$ cat src/rtl/encrypt_hash_tx.sv
// encrypt_hash_tx: streaming transmit-side framer.
//
// Plaintext bytes arrive on a valid/ready stream and pass through the
// combinational `encrypt` stage. The ciphertext is emitted from a single
// registered output slot with its own valid/ready handshake. When ENC_TAG_EN
// is defined, each frame ends with a one-byte tag: the XOR of `hash` over
// every ciphertext byte of the frame. The receiver recomputes this tag from
// the bytes it decrypts.
//
// Configuration macro: ENC_TAG_EN
//   defined   - tag byte appended (m_last only on the tag), one input stall
//               cycle per frame while the tag is loaded.
//   undefined - no tag; m_last marks the closing data byte of each frame.
//
// Parameter:
//   MAX_LEN  1..255  data bytes per frame. Reaching it without s_last closes
//                    the frame and pulses `overrun`.
//
// Ports:
//   clk      in   clock, all logic on rising edge
//   rst      in   synchronous active-high reset
//   s_data   in   [7:0] plaintext byte
//   s_valid  in   s_data/s_last valid
//   s_last   in   final plaintext byte of frame
//   s_ready  out  input accepted this cycle when s_valid is high
//   m_data   out  [7:0] ciphertext or tag byte
//   m_valid  out  m_data/m_last valid
//   m_last   out  final output byte of frame
//   m_ready  in   downstream accepts the output this cycle
//   overrun  out  pulse in the accept cycle of a MAX_LEN force-close

// Byte cipher shared with the receive-side `decrypt`. It is an affine map over
// GF(2): each set input bit XORs in one fixed column, plus a constant.
module encrypt (
    input  logic [7:0] din,
    output logic [7:0] enc
);
    // Column for input bit i sits at [8*i +: 8].
    localparam logic [63:0] COLS  = 64'hAF_FF_0A_EA_10_02_04_F1;
    localparam logic [7:0]  CONST = 8'h6C;

    logic [7:0] term [8];

    genvar gi;
    generate
        for (gi = 0; gi < 8; gi++) begin : g_col
            assign term[gi] = din[gi] ? COLS[8*gi +: 8] : 8'h00;
        end
    endgenerate

    always_comb begin
        enc = CONST;
        for (int i = 0; i < 8; i++) begin
            enc = enc ^ term[i];
        end
    end
endmodule

// Per-byte integrity hash, a linear map over GF(2). Because it is linear,
// the frame tag is also the hash of the XOR of all ciphertext bytes.
module hash (
    input  logic [7:0] enc,
    output logic [7:0] h
);
    localparam logic [63:0] COLS = 64'h80_05_03_44_21_FE_E6_06;

    logic [7:0] term [8];

    genvar gi;
    generate
        for (gi = 0; gi < 8; gi++) begin : g_col
            assign term[gi] = enc[gi] ? COLS[8*gi +: 8] : 8'h00;
        end
    endgenerate

    always_comb begin
        h = 8'h00;
        for (int i = 0; i < 8; i++) begin
            h = h ^ term[i];
        end
    end
endmodule

module encrypt_hash_tx #(
    parameter int MAX_LEN = 255
) (
    input  logic       clk,
    input  logic       rst,
    input  logic [7:0] s_data,
    input  logic       s_valid,
    input  logic       s_last,
    output logic       s_ready,
    output logic [7:0] m_data,
    output logic       m_valid,
    output logic       m_last,
    input  logic       m_ready,
    output logic       overrun
);
    typedef enum logic [1:0] {
        ST_IDLE = 2'd0,
        ST_BODY = 2'd1,
        ST_TAG  = 2'd2
    } state_t;

    // A byte accepted while cnt_q equals this value is the MAX_LEN-th byte.
    localparam logic [7:0] LAST_IDX = 8'(MAX_LEN - 1);

    state_t     state_q, state_d;
    logic [7:0] cnt_q, cnt_d;
    logic       m_valid_q, m_valid_d;
    logic [7:0] m_data_q, m_data_d;
    logic       m_last_q, m_last_d;

    logic [7:0] enc_byte;
    logic       slot_free;
    logic       accept;
    logic       at_max;
    logic       closes;

    encrypt u_encrypt (
        .din (s_data),
        .enc (enc_byte)
    );

`ifdef ENC_TAG_EN
    logic [7:0] hash_byte;
    logic [7:0] acc_q, acc_d;

    hash u_hash (
        .enc (enc_byte),
        .h   (hash_byte)
    );
`endif

    // The slot can take a new byte when it is empty, or when its current
    // byte leaves this cycle. Loading and unloading in one cycle needs no bubble.
    assign slot_free = !m_valid_q || m_ready;
    assign s_ready   = !rst && (state_q != ST_TAG) && slot_free;
    assign accept    = s_valid && s_ready;
    assign at_max    = (cnt_q == LAST_IDX);
    assign closes    = s_last || at_max;
    assign overrun   = accept && at_max && !s_last;

    assign m_valid = m_valid_q;
    assign m_data  = m_data_q;
    assign m_last  = m_last_q;

    // State register and datapath flops
    always_ff @(posedge clk) begin
        if (rst) begin
            state_q   <= ST_IDLE;
            cnt_q     <= 8'h00;
            m_valid_q <= 1'b0;
            m_data_q  <= 8'h00;
            m_last_q  <= 1'b0;
`ifdef ENC_TAG_EN
            acc_q     <= 8'h00;
`endif
        end else begin
            state_q   <= state_d;
            cnt_q     <= cnt_d;
            m_valid_q <= m_valid_d;
            m_data_q  <= m_data_d;
            m_last_q  <= m_last_d;
`ifdef ENC_TAG_EN
            acc_q     <= acc_d;
`endif
        end
    end

    // Next-state logic
    always_comb begin
        state_d = state_q;
        case (state_q)
            ST_IDLE, ST_BODY: begin
                if (accept) begin
`ifdef ENC_TAG_EN
                    state_d = closes ? ST_TAG : ST_BODY;
`else
                    state_d = closes ? ST_IDLE : ST_BODY;
`endif
                end
            end
            ST_TAG: begin
                if (slot_free) begin
                    state_d = ST_IDLE;
                end
            end
            default: state_d = ST_IDLE;
        endcase
    end

    // Output slot, byte counter and tag accumulator
    always_comb begin
        cnt_d     = cnt_q;
        m_valid_d = m_valid_q && !m_ready;
        m_data_d  = m_data_q;
        m_last_d  = m_last_q;
`ifdef ENC_TAG_EN
        acc_d     = acc_q;
`endif

        if (accept) begin
            m_valid_d = 1'b1;
            m_data_d  = enc_byte;
`ifdef ENC_TAG_EN
            // acc_q is zero in IDLE, so this also covers the first byte.
            m_last_d  = 1'b0;
            acc_d     = acc_q ^ hash_byte;
            cnt_d     = 8'(cnt_q + 8'd1);
`else
            m_last_d  = closes;
            cnt_d     = closes ? 8'h00 : 8'(cnt_q + 8'd1);
`endif
        end
`ifdef ENC_TAG_EN
        else if (state_q == ST_TAG && slot_free) begin
            m_valid_d = 1'b1;
            m_data_d  = acc_q;
            m_last_d  = 1'b1;
            acc_d     = 8'h00;
            cnt_d     = 8'h00;
        end
`endif
    end
endmodule

$ cat config.mk
export PLATFORM = sky130hd
export DESIGN_NAME = encrypt_hash_tx
export DESIGN_NICKNAME = d
export VERILOG_FILES = /design/src/rtl/encrypt_hash_tx.sv
export SDC_FILE = /design/constraint.sdc
export NUM_CORES = 1
export LEC_CHECK = 0
export ABC_AREA = 1
export BUFFER_PORTS_ARGS = -buffer_cell sky130_fd_sc_hd__buf_4
export CAP_MARGIN = 5
export CORE_MARGIN = 3
export CORE_UTILIZATION = 35
export CTS_BUF_LIST = sky130_fd_sc_hd__clkbuf_2 sky130_fd_sc_hd__clkbuf_4 sky130_fd_sc_hd__clkbuf_8
export DETAILED_ROUTE_END_ITERATION = 12
export PLACE_DENSITY = 0.53
export SYNTH_ARGS = -nofsm -noshare
export SYNTH_HDL_FRONTEND = slang
export SYNTH_SLANG_ARGS = --single-unit
$ cat constraint.sdc
create_clock -name clk -period 2.4 [get_ports clk]
set_input_delay 0.48 -clock clk [delete_from_list [all_inputs] [get_ports clk]]
set_output_delay 0.48 -clock clk [all_outputs]
set_load 0.01 [all_outputs]
==> results of run 1 <==
==> worst paths after layout <==
path / slack, ns / startpoint / endpoint
setup reg to reg: 1.01 / m_valid$_SDFF_PP0_ / cnt_q[5]$_SDFFE_PP0P_
hold reg to reg: 0.48 / m_data[5]$_SDFFE_PP0P_ / m_data[5]$_SDFFE_PP0P_
setup / recovery: 0.40 / cnt_q[0]$_SDFFE_PP0P_ / overrun
hold / removal: 0.40 / rst / m_data[5]$_SDFFE_PP0P_
==> cells by family after synthesis <==
| kind of cell | count (synthesis) | share of synthesized area (%) |
|---|---|---|
| xor+xnor | 10 | 8.66 |
| buf+inv | 23 | 12.5 |
| fa+ha+maj | 2 | 2.47 |
| mux | 1 | 0.990 |
| simple gates | 65 | 29.7 |
| flops | 18 | 35.6 |
| compound gates | 18 | 10.0 |
==> synthesized netlist by cell type, types with 4 or more instances <==
cell,number,share of area (%)
a21oi_1,9,4.5
dfxtp_1,18,36
inv_1,16,5.9
nand2_1,35,13
nand2_2,4,2.5
nand3_1,8,4.0
nor2_1,11,4.1
o21ai_0,4,2.0
xnor2_1,5,4.3
xor2_1,5,4.3
==> state kept, by name, indices dropped and copies added (netlist names) <==
name and cells:
m_valid 1, m_data 8, m_last 1, cnt_q 8
==> worst reg2reg max path, delay by kind of cell (launching register included) <==
family,cells,cell delay [ns]
flops,1,0.33
buf+inv,1,0.23
simple gates,6,0.73
==> power by group <==
part | total, mW | switching [mW] | internal [mW]
sequential | 0.324 | 0.00918 | 0.315
clock | 0.188 | 0.0953 | 0.0925
combinational | 0.126 | 0.0657 | 0.0599
==> final cells by class <==
type	count	area (sq um)	share of cell area [%]
clock buffer	4	36.3	2.97
timing repair buffer	25	188	15.4
tap	30	37.5	3.07
inverter	19	76.3	6.24
sequential	18	360	29.5
multi-input combinational	96	524	42.9
==> routing by layer <==
layer	part of all wire, %	vias to the layer above	GRT usage, %
met5	0	-	0
met4	0.50	0	2.85
met3	6.9	2	5.40
met2	42	20	19.9
met1	50	397	17.2
li1	-	486	-
==> metrics, run 1 <==
synth unique cells=26; largest net degree at the start of global routing=14; clock buffer count from CTS=3; # hold bufs at CTS=0; Routed WL per cell=10.5 um; drt pass-1 iters=4; initial DRC count=a little over 40; MaxCap Viol Count=0; CTS Root Cell=clkbuf_4; Hold Worst Slack=roughly 0.40 ns; Hold Crit Depth=2; die area=3570 sq um; Worst path max stage delay=0.35 ns; Area Overhead vs Synth=20.9%; final antenna-violating net count=0; initial antenna violation count=0; first-pass GRT wire length=about 3.6 mm; filler cell count=287; Reg2Reg Depth=7; setup_tns=0 ns; Max Clock Skew=between 0.0015 and 0.002 ns; CTS tree=done; DRC=0; min Tclk post-route=2.00 ns; post-route setup slack=0.396 ns; std cell rows=18; VDD IR-drop max=~0.41 mV; cells along the critical path=inv_1, ha_1, nand2_1, nor2_1, nand2_1, nor3_1, buf_4; status=finished clean; post-layout util=between 40% and 50%; critical path depth=7; Crit Path Max Fanout=3; port buffer count=24; CP dominant cell by count=nand2_1; dpl cells=about 190; Post-DP Area=about 1200 sq um; Post-synth EDFFs=0; commonest non-fill, non-tap cells in the layout=nand2_1 (35), buf_4 (25), dfxtp_1 (18); Slew @ Worst Pin=0.272 ns; Initial Utilization=38.7%; CTS resizes=0; delay-heaviest family, CP=simple AND/OR/NAND/NOR gates; RSZ-0062 raised after global routing=false; Async SR Flop Fraction=0%; Setup WS pre-CTS=a little over 0.6 ns; GP Congestion=0.791; register area share after synthesis=~36%; WS Path Type=reg -> out; Post-Synthesis Cells=between 100 and 150; width of the die=roughly 60 um; vias in the first global route=about 850; Post-Syn Nets=roughly 150; Final Max Slew Viols=0; crit share post-route=83.5%; mapped cell area=just over 1000 sq um; slowest library cell on the worst path=dfxtp_1; total global routing overflow=0; share of post-route cells with drive strength above 1=24.7%; num ports=25; Pwr Total=approximately 0.64 mW; Seq cells post-synth=18; crit end category=primary output; Final Hold Viols=0; antenna cells=0; clock latency on the worst-skew pair=between 0.2 and 0.3 ns; PD cells=roughly 520 nW/um^2; Rel. slew slack=about four fifths; Max Root-Sink Buffers=2; CTS clk-pin slew, worst paths=approximately 0.10 ns; Synth Flop Type=dfxtp_1; worst path buffer plus inverter count=2; die height=between 50 and 60 um; WP data required=1.92 ns; drt total wl=~2 mm; element type at the critical path start=register; Finish-stage setup viols=0; via density per instance=4.71; Max H-tree Level=1; setup repair bufs after CTS=0; Final Cell Area=1220 sq um; Worst Hold Class=in -> reg; Post-DP HPWL=1.66 mm; most common cell after layout, fill and taps aside=nand2_1; GRT Overall Usage=13.1%; Ys Warns=0; nets=around 180; LEAKAGE=0.568 nW; core area=about 2600 sq um; final non-filler cell total=between 150 and 200; fmax=499 MHz; vias=a little over 900; Data arrival, critical path=1.52 ns; CTS Sinks=18; Synth Area per Inst=7.38 sq um
Note: power is estimated with default switching activity, not from simulation.
==> inputs of run 2 (changes only) <==
--- a/config.mk
+++ b/config.mk
@@ -12,7 +12,7 @@
 export CORE_UTILIZATION = 35
 export CTS_BUF_LIST = sky130_fd_sc_hd__clkbuf_2 sky130_fd_sc_hd__clkbuf_4 sky130_fd_sc_hd__clkbuf_8
 export DETAILED_ROUTE_END_ITERATION = 12
-export PLACE_DENSITY = 0.53
+export PLACE_DENSITY = 0.55
 export SYNTH_ARGS = -nofsm -noshare
 export SYNTH_HDL_FRONTEND = slang
 export SYNTH_SLANG_ARGS = --single-unit
==> constraint.sdc (replaced) <==
create_clock -name clk -period 1.66 [get_ports clk]
set_input_delay 0.332 -clock clk [delete_from_list [all_inputs] [get_ports clk]]
set_output_delay 0.332 -clock clk [all_outputs]
set_load 0.01 [all_outputs]
==> metrics, run 2 (synthesis gave the netlist of run 1 again) <==
min Tclk post-route=~1.7 ns; Post-DP HPWL=1.62 mm; Max H-tree Level=1; element type at the critical path start=register; port buffer count=24; MaxCap Viol Count=0; via density per instance=approximately 4.7; antenna cells=0; core area=around 2600 sq um; drt total wl=approximately 2.1 mm; vias=between 900 and 1000; std cell rows=18; Rel. slew slack=around 83%; GP Congestion=roughly 0.74; r2r startpoint=cnt_q[0]$_SDFFE_PP0P_; Clk pwr share=~30%; drt pass-1 iters=4; most common cell after layout, fill and taps aside=nand2_1; initial DRC count=40; width of the die=around 60 um; commonest non-fill, non-tap cells in the layout=nand2_1 (33), buf_4 (27), dfxtp_1 (16); WS Path Type=reg -> out; filler cell count=about 270; fmax=between 500 and 600 MHz; Pwr Total=approximately 0.94 mW; WP data required=1.33 ns; VDD IR-drop max=0.614 mV; Final Hold Viols=0; P_int=slightly below 0.7 mW; crit share post-route=103%; Setup WS pre-CTS=about 0.15 ns; GRT Overall Usage=between 10% and 20%; Hold Crit Depth=2; GR Util met3=between 3 and 4%; vias in the first global route=between 800 and 900; GRT busiest layer=met2; reg-to-reg endpoint=cnt_q[5]$_SDFFE_PP0P_; Finish-stage setup viols=1; # hold bufs at CTS=0; Area Overhead vs Synth=26.9%; PD cells=730 nW/um^2; Data arrival, critical path=around 1.4 ns; post-route setup slack=-0.0536 ns; Crit Path Max Fanout=2; critical path depth=7; Final Max Slew Viols=0; CTS Sinks=18; die area=roughly 3600 sq um; Reg2Reg Setup Slack=0.35 ns; Initial Utilization=roughly two fifths; status=complete, but fails checks; slowest library cell on the worst path=dfxtp_2; worst path buffer plus inverter count=2; Slew @ Worst Pin=~0.26 ns; total global routing overflow=0; Sw Pwr=approximately 0.26 mW; largest net degree at the start of global routing=14; Routed WL per cell=11.0 um; register area=roughly 370 sq um; multi-input logic area=around 560 sq um; Min-Delay Startpoint=rst; DRC=0; crit end category=primary output; CTS Root Cell=clkbuf_4; Flop pwr share=roughly 50%; Combinational Power Share=20.3%; clock buffer count from CTS=3; Worst path max stage delay=roughly 0.34 ns; num ports=25; CTS tree=done; final antenna-violating net count=0; delay-heaviest family, CP=simple AND/OR/NAND/NOR gates; CTS clk-pin slew, worst paths=between 0.1 and 0.15 ns; share of post-route cells with drive strength above 1=30.5%; sw frac=between 20% and 30%; Max Root-Sink Buffers=2; LEAKAGE=approximately 0.60 nW; nets=180; routing usage on met2=between 20 and 25%; clock latency on the worst-skew pair=roughly 0.3 ns; Reg2Reg Depth=8; violated checks=negative setup slack; Global Route met1 Usage=between 15 and 20%; first-pass GRT wire length=approximately 3.6 mm; RSZ-0062 raised after global routing=true; initial antenna violation count=0; die height=59.7 um; Worst Hold Class=in -> reg; cells along the critical path=inv_2, ha_4, nand2_4, nor2_4, nand2_2, nor3_2, buf_4; Hold EP=cnt_q[7]$_SDFFE_PP0P_; Max Clock Skew=approximately 0.005 ns
-- run 2: cell types whose count changed in the layout (fill, tap and decap cells not counted), sizes merged --
cell,delta
buf,+2
-- run 2: power groups by stage --
stage                     logic (mW)  clock network (mW)  registers [mW]
final                          0.190               0.277           0.468
after global routing           0.213               0.297           0.472
after CTS                      0.188               0.283           0.470
after detailed placement       0.183                   0           0.479
after global placement         0.181                   0           0.480
after floorplan                0.105                   0           0.488
-- run 2: cell type report --
type | count | share of cell area [%]
clock buffers | 4 | 2.83
well taps | 30 | 2.93
repair buffers | 27 | 15.8
multi-input cells | 96 | 44.0
flip-flops and latches | 18 | 28.5
inverters | 19 | 5.95
-- run 2: through the flow --
stage	std cells	area (sq um)	utilization [%]	hold WS (ns)	setup TNS (ns)
after CTS	193	1240	47.4	0.246	-0.0219
after global placement	188	1190	45.4	0.466	0
after global routing	194	1280	49.1	0.244	-0.131
after floorplan	137	1010	-	0.401	0
final	194	1280	49.1	0.248	-0.0536
after detailed placement	188	1190	45.4	0.461	0
-- run 2: layer usage --
metal / vias up / wire (um)
met5: - / 0
li1: 488 / -
met2: 18 / 976
met4: 0 / 14
met1: 404 / 1030
met3: 2 / 110
-- run 2: worst max path at each step --
stage,startpoint,slack (ns),end
after floorplan,m_valid$_SDFF_PP0_,0.19,overrun
after global placement,rst,0.17,overrun
after detailed placement,rst,0.15,overrun
after CTS,cnt_q[0]$_SDFFE_PP0P_,-0.02,overrun
after global routing,cnt_q[0]$_SDFFE_PP0P_,-0.13,overrun
final,cnt_q[0]$_SDFFE_PP0P_,-0.05,overrun
-- run 2: what timing repair did --
item                       CTS  global route
setup buffers                1             1
gates resized for setup      4             9
setup endpoints to repair    1             1
pin swaps                    0             3
